--- src/rtl/read_data_mc_fifo_pkg.sv ---
// Shared constants and types for the multi-channel read-data buffer.
// Latency: n/a (definitions only).
// Backpressure: n/a.
`ifndef BACKEND_WORD_SIZE
`define BACKEND_WORD_SIZE 32
`endif

package read_data_mc_fifo_pkg;
  localparam int RDF_ADDR_BITS_DEF  = 4;
  localparam int RDF_NUM_CH_DEF     = 4;
  localparam int RDF_DATA_WIDTH_DEF = `BACKEND_WORD_SIZE;

  // One bit per channel (full/empty/stall/ovf/mask vectors).
  typedef logic [RDF_NUM_CH_DEF-1:0] rdf_ch_vec_t;
endpackage

--- src/rtl/read_data_mc_fifo_ch_queue.sv ---
// One channel's circular queue: pointers, storage, flags, occupancy and stall hysteresis.
// Latency: a word written at edge N is the head (if queue was empty) from cycle N+1.
// Backpressure: caller must not assert wr_en when full; flags are registered from next-state pointers.
module read_data_ch_queue #(
  parameter int DATA_WIDTH = 32,
  parameter int ADDR_BITS  = 4
) (
  input  logic                  i_clk,
  input  logic                  i_rst_n,
  input  logic                  wr_en,
  input  logic [DATA_WIDTH-1:0] wr_data,
  input  logic                  rd_en,
  input  logic [ADDR_BITS:0]    stall_hi,
  input  logic [ADDR_BITS:0]    stall_lo,
  output logic [DATA_WIDTH-1:0] head_data,
  output logic                  full,
  output logic                  empty,
  output logic                  stall,
  output logic [ADDR_BITS:0]    count
);
  localparam int CNT_W = ADDR_BITS + 1;
  localparam int DEPTH = 1 << ADDR_BITS;

  logic [DATA_WIDTH-1:0] mem [DEPTH];
  logic [CNT_W-1:0]      wr_ptr, rd_ptr;
  logic [CNT_W-1:0]      wr_ptr_nxt, rd_ptr_nxt, cnt_nxt;
  logic                  full_nxt, empty_nxt, stall_nxt;

  // Next-state pointers; the extra top bit is the wrap bit distinguishing full from empty.
  always_comb begin
    wr_ptr_nxt = wr_ptr + CNT_W'(wr_en);
    rd_ptr_nxt = rd_ptr + CNT_W'(rd_en);
    cnt_nxt    = wr_ptr_nxt - rd_ptr_nxt;
    full_nxt   = (wr_ptr_nxt[ADDR_BITS-1:0] == rd_ptr_nxt[ADDR_BITS-1:0]) &&
                 (wr_ptr_nxt[ADDR_BITS] != rd_ptr_nxt[ADDR_BITS]);
    empty_nxt  = (wr_ptr_nxt == rd_ptr_nxt);
    // Set threshold checked first so it dominates when lo >= hi.
    if (cnt_nxt >= stall_hi) begin
      stall_nxt = 1'b1;
    end else if (cnt_nxt <= stall_lo) begin
      stall_nxt = 1'b0;
    end else begin
      stall_nxt = stall;
    end
  end

  // Storage is not reset; only written words are ever presented.
  always_ff @(posedge i_clk) begin
    if (wr_en) begin
      mem[wr_ptr[ADDR_BITS-1:0]] <= wr_data;
    end
  end

  // Pointer and status registers.
  always_ff @(posedge i_clk or negedge i_rst_n) begin
    if (!i_rst_n) begin
      wr_ptr <= '0;
      rd_ptr <= '0;
      full   <= 1'b0;
      empty  <= 1'b1;
      stall  <= 1'b0;
      count  <= '0;
    end else begin
      wr_ptr <= wr_ptr_nxt;
      rd_ptr <= rd_ptr_nxt;
      full   <= full_nxt;
      empty  <= empty_nxt;
      stall  <= stall_nxt;
      count  <= cnt_nxt;
    end
  end

  assign head_data = mem[rd_ptr[ADDR_BITS-1:0]];
endmodule

--- src/rtl/read_data_mc_fifo.sv ---
// Multi-channel read-data buffer: per-channel queues drained by a masked round-robin arbiter.
// Latency: 1 cycle write-to-output; 1 word/cycle sustained with i_rd_ready high.
// Backpressure: a presented word is locked (channel and data held) until i_rd_ready; writes to full channels drop and set o_ovf.
module read_data_mc_fifo
  import read_data_mc_fifo_pkg::*;
#(
  parameter int DATA_WIDTH = RDF_DATA_WIDTH_DEF,
  parameter int ADDR_BITS  = RDF_ADDR_BITS_DEF,
  parameter int NUM_CH     = RDF_NUM_CH_DEF,
  localparam int CH_BITS   = $clog2(NUM_CH),
  localparam int CNT_W     = ADDR_BITS + 1
) (
  input  logic                    i_clk,
  input  logic                    i_rst_n,
  input  logic                    i_wr_valid,
  input  logic [CH_BITS-1:0]      i_wr_ch,
  input  logic [DATA_WIDTH-1:0]   i_wr_data,
  input  logic [CNT_W-1:0]        i_stall_hi,
  input  logic [CNT_W-1:0]        i_stall_lo,
  input  logic [NUM_CH-1:0]       i_ch_mask,
  input  logic                    i_ovf_clr,
  output logic                    o_rd_valid,
  output logic [CH_BITS-1:0]      o_rd_ch,
  output logic [DATA_WIDTH-1:0]   o_rd_data,
  input  logic                    i_rd_ready,
  output logic [NUM_CH-1:0]       o_full,
  output logic [NUM_CH-1:0]       o_empty,
  output logic [NUM_CH-1:0]       o_stall,
  output logic [NUM_CH-1:0]       o_ovf,
  output logic [NUM_CH*CNT_W-1:0] o_count
);
  logic [DATA_WIDTH-1:0] head [NUM_CH];
  logic [NUM_CH-1:0]     wr_req, ovf_set, rd_en, eligible;
  logic [CH_BITS-1:0]    rr_ptr, grant_ch, sel_ch, lock_ch, idx;
  logic                  any_elig, lock_q, xfer;

  // Write decode against registered full; out-of-range channels match nothing.
  always_comb begin
    for (int c = 0; c < NUM_CH; c++) begin
      wr_req[c]  = i_wr_valid && (i_wr_ch == CH_BITS'(c)) && !o_full[c];
      ovf_set[c] = i_wr_valid && (i_wr_ch == CH_BITS'(c)) &&  o_full[c];
      eligible[c] = !o_empty[c] && i_ch_mask[c];
      rd_en[c]   = xfer && (sel_ch == CH_BITS'(c));
    end
  end

  // Round-robin search upward from the channel after the last grant.
  always_comb begin
    any_elig = 1'b0;
    grant_ch = '0;
    idx      = '0;
    for (int i = 1; i <= NUM_CH; i++) begin
      idx = CH_BITS'((int'(rr_ptr) + i) % NUM_CH);
      if (!any_elig && eligible[idx]) begin
        any_elig = 1'b1;
        grant_ch = idx;
      end
    end
  end

  assign sel_ch     = lock_q ? lock_ch : grant_ch;
  assign o_rd_valid = lock_q || any_elig;
  assign o_rd_ch    = sel_ch;
  assign o_rd_data  = head[sel_ch];
  assign xfer       = o_rd_valid && i_rd_ready;

  // Lock a stalled grant so the output stays stable; advance rr pointer on each transfer.
  always_ff @(posedge i_clk or negedge i_rst_n) begin
    if (!i_rst_n) begin
      lock_q  <= 1'b0;
      lock_ch <= '0;
      rr_ptr  <= CH_BITS'(NUM_CH - 1);
    end else if (xfer) begin
      lock_q  <= 1'b0;
      rr_ptr  <= sel_ch;
    end else if (o_rd_valid) begin
      lock_q  <= 1'b1;
      lock_ch <= sel_ch;
    end
  end

  // Sticky overflow; a fresh overflow beats a same-cycle clear.
  always_ff @(posedge i_clk or negedge i_rst_n) begin
    if (!i_rst_n) begin
      o_ovf <= '0;
    end else begin
      o_ovf <= (i_ovf_clr ? '0 : o_ovf) | ovf_set;
    end
  end

  for (genvar c = 0; c < NUM_CH; c++) begin : g_ch
    read_data_ch_queue #(
      .DATA_WIDTH(DATA_WIDTH),
      .ADDR_BITS (ADDR_BITS)
    ) u_queue (
      .i_clk    (i_clk),
      .i_rst_n  (i_rst_n),
      .wr_en    (wr_req[c]),
      .wr_data  (i_wr_data),
      .rd_en    (rd_en[c]),
      .stall_hi (i_stall_hi),
      .stall_lo (i_stall_lo),
      .head_data(head[c]),
      .full     (o_full[c]),
      .empty    (o_empty[c]),
      .stall    (o_stall[c]),
      .count    (o_count[c*CNT_W +: CNT_W])
    );
  end
endmodule

--- config.mk ---
export PLATFORM = sky130hd
export DESIGN_NAME = read_data_mc_fifo
export DESIGN_NICKNAME = d
export VERILOG_FILES = /design/src/rtl/read_data_mc_fifo_pkg.sv /design/src/rtl/read_data_mc_fifo_ch_queue.sv /design/src/rtl/read_data_mc_fifo.sv
export SDC_FILE = /design/constraint.sdc
export NUM_CORES = 2
export LEC_CHECK = 0
export BUFFER_PORTS_ARGS = -buffer_cell sky130_fd_sc_hd__buf_2
export CAP_MARGIN = 0
export CELL_PAD_IN_SITES_DETAIL_PLACEMENT = 1
export CELL_PAD_IN_SITES_GLOBAL_PLACEMENT = 1
export CORE_MARGIN = 1.5
export CORE_UTILIZATION = 29
export CTS_CLUSTER_SIZE = 24
export DETAILED_ROUTE_END_ITERATION = 8
export PLACE_DENSITY = 0.57
export SYNTH_ARGS = -nofsm -noshare
export SYNTH_HDL_FRONTEND = slang
export SYNTH_SLANG_ARGS = --single-unit
--- constraint.sdc ---
create_clock -name i_clk -period 5.3 [get_ports i_clk]
set_input_delay 0 -clock i_clk [delete_from_list [all_inputs] [get_ports i_clk]]
set_output_delay 0 -clock i_clk [all_outputs]
set_load 0.005 [all_outputs]
Word-level counts from Yosys, hierarchy flattened
Memories as Yosys holds them, arrays and structs flattened.
Cells that the tools add are included.

cells by class
  bitwise operators = 3
  order comparisons = 13
  equality and inequality tests = 18
  multiplexer cells = 39
  $add $sub $neg = 16
  reduce and logical (&&, ||, !) cells = 48

operators by type and width
  cell                                                                   number
  32-bit binary-select mux with 2-bit select                             1
  32-bit two-way mux                                                     2
  5-bit by 1-bit adder with 5-bit output                                 8
  1-bit logical AND                                                      28
  1-bit two-way mux                                                      26
  5-bit equality test                                                    4
  5-bit greater-or-equal comparator                                      4
  5-bit less-or-equal comparator                                         4
  5-bit subtractor                                                       4
  4-bit equality test                                                    4
  2-bit by 3-bit < comparator with 1-bit output, second input constant   4
  1-bit zero test                                                        11
  2-bit two-way mux                                                      5
  2-bit nonzero test                                                     5
  1-bit binary-select mux with 2-bit select                              4
  2-bit equality test, second input constant                             4
  2-bit by 1-bit adder with 2-bit output, second input constant          2
  2-bit adder, second input constant                                     2
  2-bit by 1-bit equality test with 1-bit output, second input constant  2
  2-bit zero test                                                        2
  4-bit two-way mux                                                      1
  1-bit != test                                                          4
  4-bit OR                                                               1
  3-bit greater-or-equal comparator, second input constant               1
  4 further kinds                                                        4

storage, ports and cells
  logic and storage cells = 169
  output and inout bits = 71
  bits in registers = 81
  RAM bits = 2048
  memories = 4
  input port bits = 53

memory list
  memory               words  width  read ports  clocked after Yosys merged registers in  write ports  line                              RTL
  g_ch[0].u_queue.mem  16     32     1           0                                        1            read_data_mc_fifo_ch_queue.sv:24  logic [DATA_WIDTH-1:0] mem [DEPTH];
  g_ch[1].u_queue.mem  16     32     1           0                                        1            read_data_mc_fifo_ch_queue.sv:24
  g_ch[2].u_queue.mem  16     32     1           0                                        1            read_data_mc_fifo_ch_queue.sv:24
  g_ch[3].u_queue.mem  16     32     1           0                                        1            read_data_mc_fifo_ch_queue.sv:24

Longest topological paths before layout
  depth in word-level cells = 22
  gate-level depth with buffers = 22
  depth with buffers taken out = 20

Modules after synthesis
Synthesis repeated with hierarchy kept, for this count alone.

second synthesis, totals
  cells, all modules = 3773
  area total of the unflattened synthesis = 84414.7 um^2

modules (own cells, without submodules)
  module                                     area each (um^2)  cells each  instances  seq. area each (um^2)
  read_data_ch_queue at g_ch[1].u_queue ...  20339.5           824         3          15826.4
  read_data_ch_queue at g_ch[0].u_queue      20334.5           824         1          15826.4
  read_data_mc_fifo                          3061.7            477         1          227.7

Worst setup path before layout
Ideal clock, no wire load.

  path type = reg2reg
  from = reg g_ch[0].u_queue.empty
  to = reg g_ch[0].u_queue.stall
  data required time = 5.172 ns
  buffers on the path = 2
  clock period less this slack = 3.922 ns
  path slack = 1.378 ns
  library setup time = 0.128 ns
  arrival = 3.794 ns
  cell stages (with the launch flop) = 20
  path through = dfstp_2 -> nand2b_1 -> a22oi_1 -> o221ai_1 -> o211a_1 -> buf_2 -> clkbuf_1 -> nor2_1 -> ha_1 -> ha_1 -> xnor2_1 -> ha_1 -> a21oi_1 -> o21ai_0 -> maj3_1 -> xor2_1 -> ha_1 -> nand3_1 -> o21ai_0 -> o21ai_0

on the way
  longest elaborated chain between the ends = 21
  elaborated cells between the ends (all ways) = 35
  those cells by class = add/sub: 2; order compare: 2; mux: 18; reduce/logical: 13

RTL lines
  item                                                                                        line                                                                RTL
  from (decl)                                                                                 read_data_mc_fifo_ch_queue.sv:17                                    output logic empty,
  from (signal assigned)                                                                      read_data_mc_fifo_ch_queue.sv:67                                    empty <= empty_nxt;
  1-bit zero test (*)                                                                         read_data_mc_fifo.sv:42                                             eligible[c] = !o_empty[c] && i_ch_mask[c];
  1-bit logical AND (*)                                                                       read_data_mc_fifo.sv:42
  1-bit binary-select mux with 2-bit select                                                   read_data_mc_fifo.sv:54                                             if (!any_elig && eligible[idx]) begin
  1-bit two-way mux (not written as such)                                                     read_data_mc_fifo.sv:54
  1-bit two-way mux                                                                           read_data_mc_fifo.sv:54
  1-bit zero test                                                                             read_data_mc_fifo.sv:54
  1-bit logical AND                                                                           read_data_mc_fifo.sv:54
  1-bit two-way mux                                                                           read_data_mc_fifo.sv:54
  (+7 left out)                                                                               n/a
  net o_rd_ch[0]                                                                              read_data_mc_fifo.sv:23                                             output logic [CH_BITS-1:0] o_rd_ch,
  2-bit zero test (*)                                                                         read_data_mc_fifo.sv:43                                             rd_en[c] = xfer && (sel_ch == CH_BITS'(c));
  1-bit logical AND (*)                                                                       read_data_mc_fifo.sv:43
  5-bit by 1-bit adder with 5-bit output (*)                                                  read_data_mc_fifo_ch_queue.sv:32                                    rd_ptr_nxt = rd_ptr + CNT_W'(rd_en);
  5-bit subtractor (*)                                                                        read_data_mc_fifo_ch_queue.sv:33                                    cnt_nxt = wr_ptr_nxt - rd_ptr_nxt;
  net g_ch[0].u_queue.cnt_nxt[4]                                                              read_data_mc_fifo_ch_queue.sv:26                                    logic [CNT_W-1:0] wr_ptr_nxt, rd_ptr_nxt, cnt_nxt;
  5-bit greater-or-equal comparator / 5-bit less-or-equal comparator (equally long branches)  read_data_mc_fifo_ch_queue.sv:38, read_data_mc_fifo_ch_queue.sv:40
  1-bit two-way mux / 2-bit nonzero test (equally long branches)                              n/a
  to (signal assigned)                                                                        read_data_mc_fifo_ch_queue.sv:68                                    stall <= stall_nxt;
  to (decl)                                                                                   read_data_mc_fifo_ch_queue.sv:18                                    output logic stall,

The timed path passes the listed nets; every way through them passes the cells marked *. The select of a mux whose other input is x is not followed.
A chain may end at the register's enable or synchronous reset.

Worst setup path after layout
  from = reg rr_ptr[1]
  to = reg g_ch[2].u_queue.stall

on the way
  longest elaborated chain between the ends = 20
  elaborated cells between the ends (all ways) = 37
  those cells by class = add/sub: 6; order compare: 2; eq/ne: 1; mux: 18; reduce/logical: 10

RTL lines
  item                                                                                        line                                                                RTL
  from (decl)                                                                                 read_data_mc_fifo.sv:34                                             logic [CH_BITS-1:0] rr_ptr, grant_ch, sel_ch, lock_ch, idx;
  from (signal assigned)                                                                      read_data_mc_fifo.sv:72                                             rr_ptr <= CH_BITS'(NUM_CH - 1);
  from (signal assigned)                                                                      read_data_mc_fifo.sv:75                                             rr_ptr <= sel_ch;
  2-bit by 1-bit adder with 2-bit output                                                      read_data_mc_fifo.sv:53                                             idx = CH_BITS'((int'(rr_ptr) + i) % NUM_CH);
  1-bit binary-select mux with 2-bit select                                                   read_data_mc_fifo.sv:54
  1-bit two-way mux (not written as such)                                                     read_data_mc_fifo.sv:54
  1-bit two-way mux                                                                           read_data_mc_fifo.sv:54
  1-bit zero test                                                                             read_data_mc_fifo.sv:54
  1-bit logical AND                                                                           read_data_mc_fifo.sv:54
  1-bit two-way mux                                                                           read_data_mc_fifo.sv:54
  1-bit zero test                                                                             read_data_mc_fifo.sv:54
  (+6 left out)                                                                               n/a
  2-bit equality test / 1-bit logical AND (equally long branches)                             read_data_mc_fifo.sv:43, read_data_mc_fifo.sv:65
  1-bit logical AND (*)                                                                       read_data_mc_fifo.sv:43
  5-bit by 1-bit adder with 5-bit output (*)                                                  read_data_mc_fifo_ch_queue.sv:32
  net g_ch[2].u_queue.rd_ptr_nxt[1]                                                           read_data_mc_fifo_ch_queue.sv:26
  5-bit subtractor (*)                                                                        read_data_mc_fifo_ch_queue.sv:33
  net g_ch[2].u_queue.cnt_nxt[4]                                                              read_data_mc_fifo_ch_queue.sv:26
  5-bit greater-or-equal comparator / 5-bit less-or-equal comparator (equally long branches)  read_data_mc_fifo_ch_queue.sv:38, read_data_mc_fifo_ch_queue.sv:40
  1-bit two-way mux / 2-bit nonzero test (equally long branches)                              n/a
  to (signal assigned)                                                                        read_data_mc_fifo_ch_queue.sv:68
  to (decl)                                                                                   read_data_mc_fifo_ch_queue.sv:18

Marked as above.

==> flow_results.org <==
** Run status
- The flow ran to the end, and the final reports show no timing, DRC or antenna violations.

** Synth
- Combinational family with the most area after synthesis :: multiplexers
- Adder-cell share of the synthesized area :: 0.01109
- Synthesis produced a netlist whose cell count is 3,926.
- In this run, synthesis inferred 2,048 flip-flops with an integrated enable.
- Nets in the synthesized netlist :: 4,048
- The area fraction in compound gates after synthesis is 0.03680.
- XOR/XNOR Fraction of Synth Area :: 0.005212
- Of the post-synthesis cell area, the part taken by muxes is 0.1384.
- Of the total synthesized cell area, the portion taken by AND, OR, NAND and NOR gates is 0.02208.
- Fraction of registers with async set or reset after synthesis :: 0.03805
- The synthesized netlist occupies a cell area of 82,340 um^2.
- Portion of the post-synthesis area used by sequential elements :: 0.7716
- Yosys reg bits :: 2,129
- Yosys Warn Count :: 0
- Synth Flop Type :: edfxtp_1
- Synth Area per Inst :: 20.97 um^2
- The netlist uses 48 different library cells.

** Clock network
- Worst-Skew Late Latency :: 0.86 ns
- Number of clock sinks :: 2,129
- The clock passes through at most 3 buffers.
- Clock-pin slew was measured on the worst setup and hold paths at 0.06 ns.
- CTS tree :: built
- TritonCTS created 216 clock buffers.
- The H-tree was split into 4 levels.
- Clock tree root driver cell :: clkbuf_16

** Timing
- Setup violations remaining at the end of the flow were counted as 0.
- Worst clock skew :: 0.02473 ns
- In the finished design, the share of the clock period the worst path needs comes to 0.9538.
- Final total negative setup slack :: 0 ns
- The smallest clock period supported by the final layout is computed as 5.055 ns.
- Max Slew Vio Count :: 0
- Number of hold violations in the final report :: 0
- Derived from the worst setup path, the maximum achievable clock frequency is 197.8 MHz.
- Setup repair after global routing left no endpoint under its margin.
- For the pin with the worst max-slew slack, the measured transition is 1.136 ns.
- Measured against its own limit, the worst slew margin works out to 0.2406.

** Worst setup path
- Walking the worst path, the cells encountered are nor4bb_1 > a221oi_2 > o31a_2 > clkinv_2 > nand2_1 > nor2_2 > ha_1 > ha_1 > xnor2_2 > ha_1 > a21oi_2 > maj3_1 > nor2_1 > o21ai_0 > xnor2_1 > buf_4 > ha_1 > a21oi_1 > dlygate4sd3_1 > o21ai_0 > dlygate4sd3_1.
- Startpoint Class :: flop
- Measured in cells, the most critical reg-to-reg path has a length of 21.
- Slowest CP cell :: dlygate4sd3_1
- In this run the critical register-to-register path is launched from rr_ptr[1].
- Element type at the critical path end :: flop
- For the worst setup path, the data arrival time is 5.77 ns.
- CP max stage delay :: 0.59 ns
- Critical R2R Capture :: g_ch[2].u_queue.stall
- Launching instance or port of the critical path :: rr_ptr[1]
- In this run the worst setup path terminates at g_ch[2].u_queue.stall.
- Together, buffers and inverters on the worst path number 4.
- At the worst endpoint, the required time is 6.02 ns.
- Number of cells on the critical path :: 21
- In this run the worst path has a maximum fanout of 3.
- Setup slack of the worst register-to-register path :: 0.25 ns
- Cell mode on critical path :: ha_1
- WS Path Type :: flop to flop
- Broken down by cell family, the worst path's largest delay share belongs to buffers and inverters.

** Placement
- Final Wtd Congestion :: 0.7875
- After legalization and detailed placement, the total HPWL measured 136.2 mm.
- Area of placed instances :: 88,590 um^2
- Number of input and output port buffers inserted :: 123

** Die
- The die is 535.9 um wide.
- Chip Height :: 535.9 um
- # IOs :: 124
- Core area :: 282,300 um^2
- In this run the core area contains 195 standard-cell rows.
- The initial utilization of the core area, before any placement, comes to 0.2917.
- The die covers 287,100 um^2.

** Drt
- Via Count :: 40,870
- Detailed-route DRC error count :: 0
- Via density :: 4.986
- Number of search-and-repair iterations in the first detailed-routing pass :: 7
- Number of antenna-violating nets in the routed design :: 0
- The detailed router finished its first iteration with 4,013 violations.
- The final layout contains routed wiring with a total length of 234.9 mm.
- Average routed wire per standard cell :: 28.66 um

** Min path
- In this run the most critical hold path is launched from i_ch_mask[2].
- The path class of the tightest hold or removal check is input port to flop.

** GRT
- After global routing the overflow that remains totals 0.
- The first global-routing pass estimated 333.1 mm of wire.
- The initial antenna violation count is 13.
- The number of global-route vias before repair is 43,340.
- Total Routing Usage GR :: 0.1630
- Entering global routing, the biggest net connects 69 pins.

** Cells and area
- Fill cell instance count of the final layout :: 27,820
- Of the cells placed in the final design, the portion with a size suffix greater than 1 is 0.2559.
- Layout Cell Area excl Fill :: 95,900 um^2
- Nets :: 4,398
- The multi-input combinational cells in the finished layout cover a total of 18,160 um^2.
- Layout Area Growth over Synthesis :: 16.46%
- Across the whole layout, storage elements account for 63,560 um^2.

** Pwr
- Power density over the cells :: 525.8 nW/um^2
- Worst voltage drop across the vdd grid :: 0.0003021 V
- For this design the static power due to leakage is 0.03049 uW.

** Flow run
- Number of max-cap violations :: 0
placed cells by master (no fill, tap or decap), types with 5 or more instances in the layout:
cell | synthesis | routed
edfxtp_1 | 2048 | 2048
mux4_2 | 449 | 449
a22oi_1 | 286 | 286
clkbuf_16 | 0 | 220
buf_4 | 16 | 164
mux2i_1 | 126 | 126
buf_2 | 66 | 122
nand3_1 | 118 | 118
a21oi_1 | 110 | 108
ha_1 | 69 | 69
dfrtp_1 | 75 | 66
dlygate4sd3_1 | 0 | 62
nand2_1 | 58 | 58
nor2_4 | 0 | 52
inv_1 | 51 | 51
clkinv_1 | 0 | 51
clkbuf_1 | 129 | 49
nor3_1 | 51 | 35
clkinv_2 | 0 | 32
xnor2_1 | 30 | 29
nor2_1 | 77 | 22
o21ai_0 | 21 | 21
nand2b_1 | 20 | 19
xor2_1 | 19 | 18
nor3_2 | 0 | 16
diode_2 | 0 | 14
a21o_1 | 13 | 13
nor2b_1 | 21 | 12
bufinv_16 | 0 | 12
buf_12 | 0 | 9
nand3b_1 | 8 | 8
nor2b_4 | 0 | 8
dfrtp_4 | 0 | 8
dfstp_2 | 6 | 6
and2_1 | 7 | 5
maj3_1 | 5 | 5
clkinv_8 | 0 | 5
synthesized netlist by cell type, types with 2 or more instances:
cell type | instances | area, um^2
nand3_1 | 118 | 590.6
and3_1 | 3 | 18.77
a31oi_1 | 2 | 12.51
or3_1 | 2 | 12.51
mux4_2 | 449 | 10110
mux2_2 | 2 | 22.52
buf_1 | 9 | 33.78
dfstp_2 | 6 | 157.7
xor2_1 | 19 | 166.4
nor3_1 | 51 | 255.2
clkbuf_1 | 129 | 484.2
nand2_1 | 58 | 217.7
nand2b_1 | 20 | 125.1
mux2i_1 | 126 | 1261
edfxtp_1 | 2048 | 61500
buf_4 | 16 | 120.1
o21ai_0 | 21 | 105.1
nor2b_1 | 21 | 131.4
maj3_1 | 5 | 50.05
a21oi_1 | 110 | 550.5
a22oi_1 | 286 | 2147
buf_2 | 66 | 330.3
nand4_1 | 2 | 12.51
and2_1 | 7 | 43.79
and3b_1 | 2 | 17.52
buf_6 | 5 | 56.30
inv_1 | 51 | 191.4
dfrtp_1 | 75 | 1877
o21a_1 | 4 | 30.03
nor2_1 | 77 | 289.0
o22ai_1 | 3 | 18.77
xnor2_1 | 30 | 262.8
a21o_1 | 13 | 97.59
ha_1 | 69 | 863.3
nand3b_1 | 8 | 60.06
worst min path at each step:
stage / endpoint / depth (start not counted)
2_1_floorplan: g_ch[0].u_queue.count[0] / 0
6_report: rr_ptr[1] / 7
3_5_place_dp: g_ch[1].u_queue.full / 1
3_3_place_gp: g_ch[1].u_queue.full / 1
5_1_grt: rr_ptr[1] / 7
4_1_cts: rr_ptr[1] / 7
metrics by stage:
stage	util	cells	hold slack [ns]	total power, uW	worst slack [ns]
final	0.3397	8197	0.1044	50420	0.2451
after global routing	0.3397	8195	0.1547	52530	0.004301
after CTS	0.3395	8182	0.01661	50990	0.1309
after detailed placement	0.3138	7738	-0.1106	36170	0.9927
after global placement	0.3138	7738	-0.1119	35980	1.100
after floorplan	-	3926	-0.2956	29640	1.378
logic make-up (layout without fill, tap and decap cells):
family | count (synthesis) | count (layout)
other | 0 | 14
adder cells (fa/ha/maj) | 74 | 74
multiplexers | 577 | 577
buffers and inverters | 277 | 791
XOR/XNOR | 49 | 49
AND/OR/NAND/NOR | 374 | 374
flip-flops | 2129 | 2129
AO/OA/AOI/OAI | 446 | 446
where the power goes:
part	internal, uW	switching (uW)	leakage (uW)
registers	19200	1090	0.0194
logic	6480	9130	0.00786
clock network	8170	6400	0.00323
total	33800	16600	0.0305
metal layers:
metal | wire length [um] | up-vias | track usage
met5 | 7 | - | 0
li1 | - | 17070 | -
met2 | 119600 | 1082 | 0.2816
met3 | 11200 | 300 | 0.02112
met4 | 8003 | 2 | 0.05758
met1 | 96140 | 22420 | 0.2098
state kept, by name (all words and copies together) (netlist names):
signal and count:
g_ch.u_queue.mem 2048, lock_q 1, g_ch.u_queue.empty 4, lock_ch 2, g_ch.u_queue.count 20, g_ch.u_queue.stall 4
g_ch.u_queue.wr_ptr 20, o_ovf 4, g_ch.u_queue.full 4, rr_ptr 2, g_ch.u_queue.rd_ptr 20
timing repair:
item                                    in CTS  in global routing
buffers inserted                             0                  1
hold buffers                                62                  0
endpoints found under the hold margin     2140                  0
endpoints found under the setup margin       0                  2
resized for setup                            0                  7
area by class of cell:
cell class                 count  area share
antenna                       14   0.0003653
tap                         3743     0.04884
inverter                      52    0.002048
timing repair buffer         357     0.02756
clock buffer                 272     0.05976
multi-input combinational   1520      0.1894
sequential                  2129      0.6629
clock inverter               110    0.009172
tightest hold or removal path: cells and delay by family:
kind	cells	cell delay, ns
compound gates	2	0.32
buf+inv	2	0.18
simple gates	3	0.44
(Power assumes the default switching activity.)
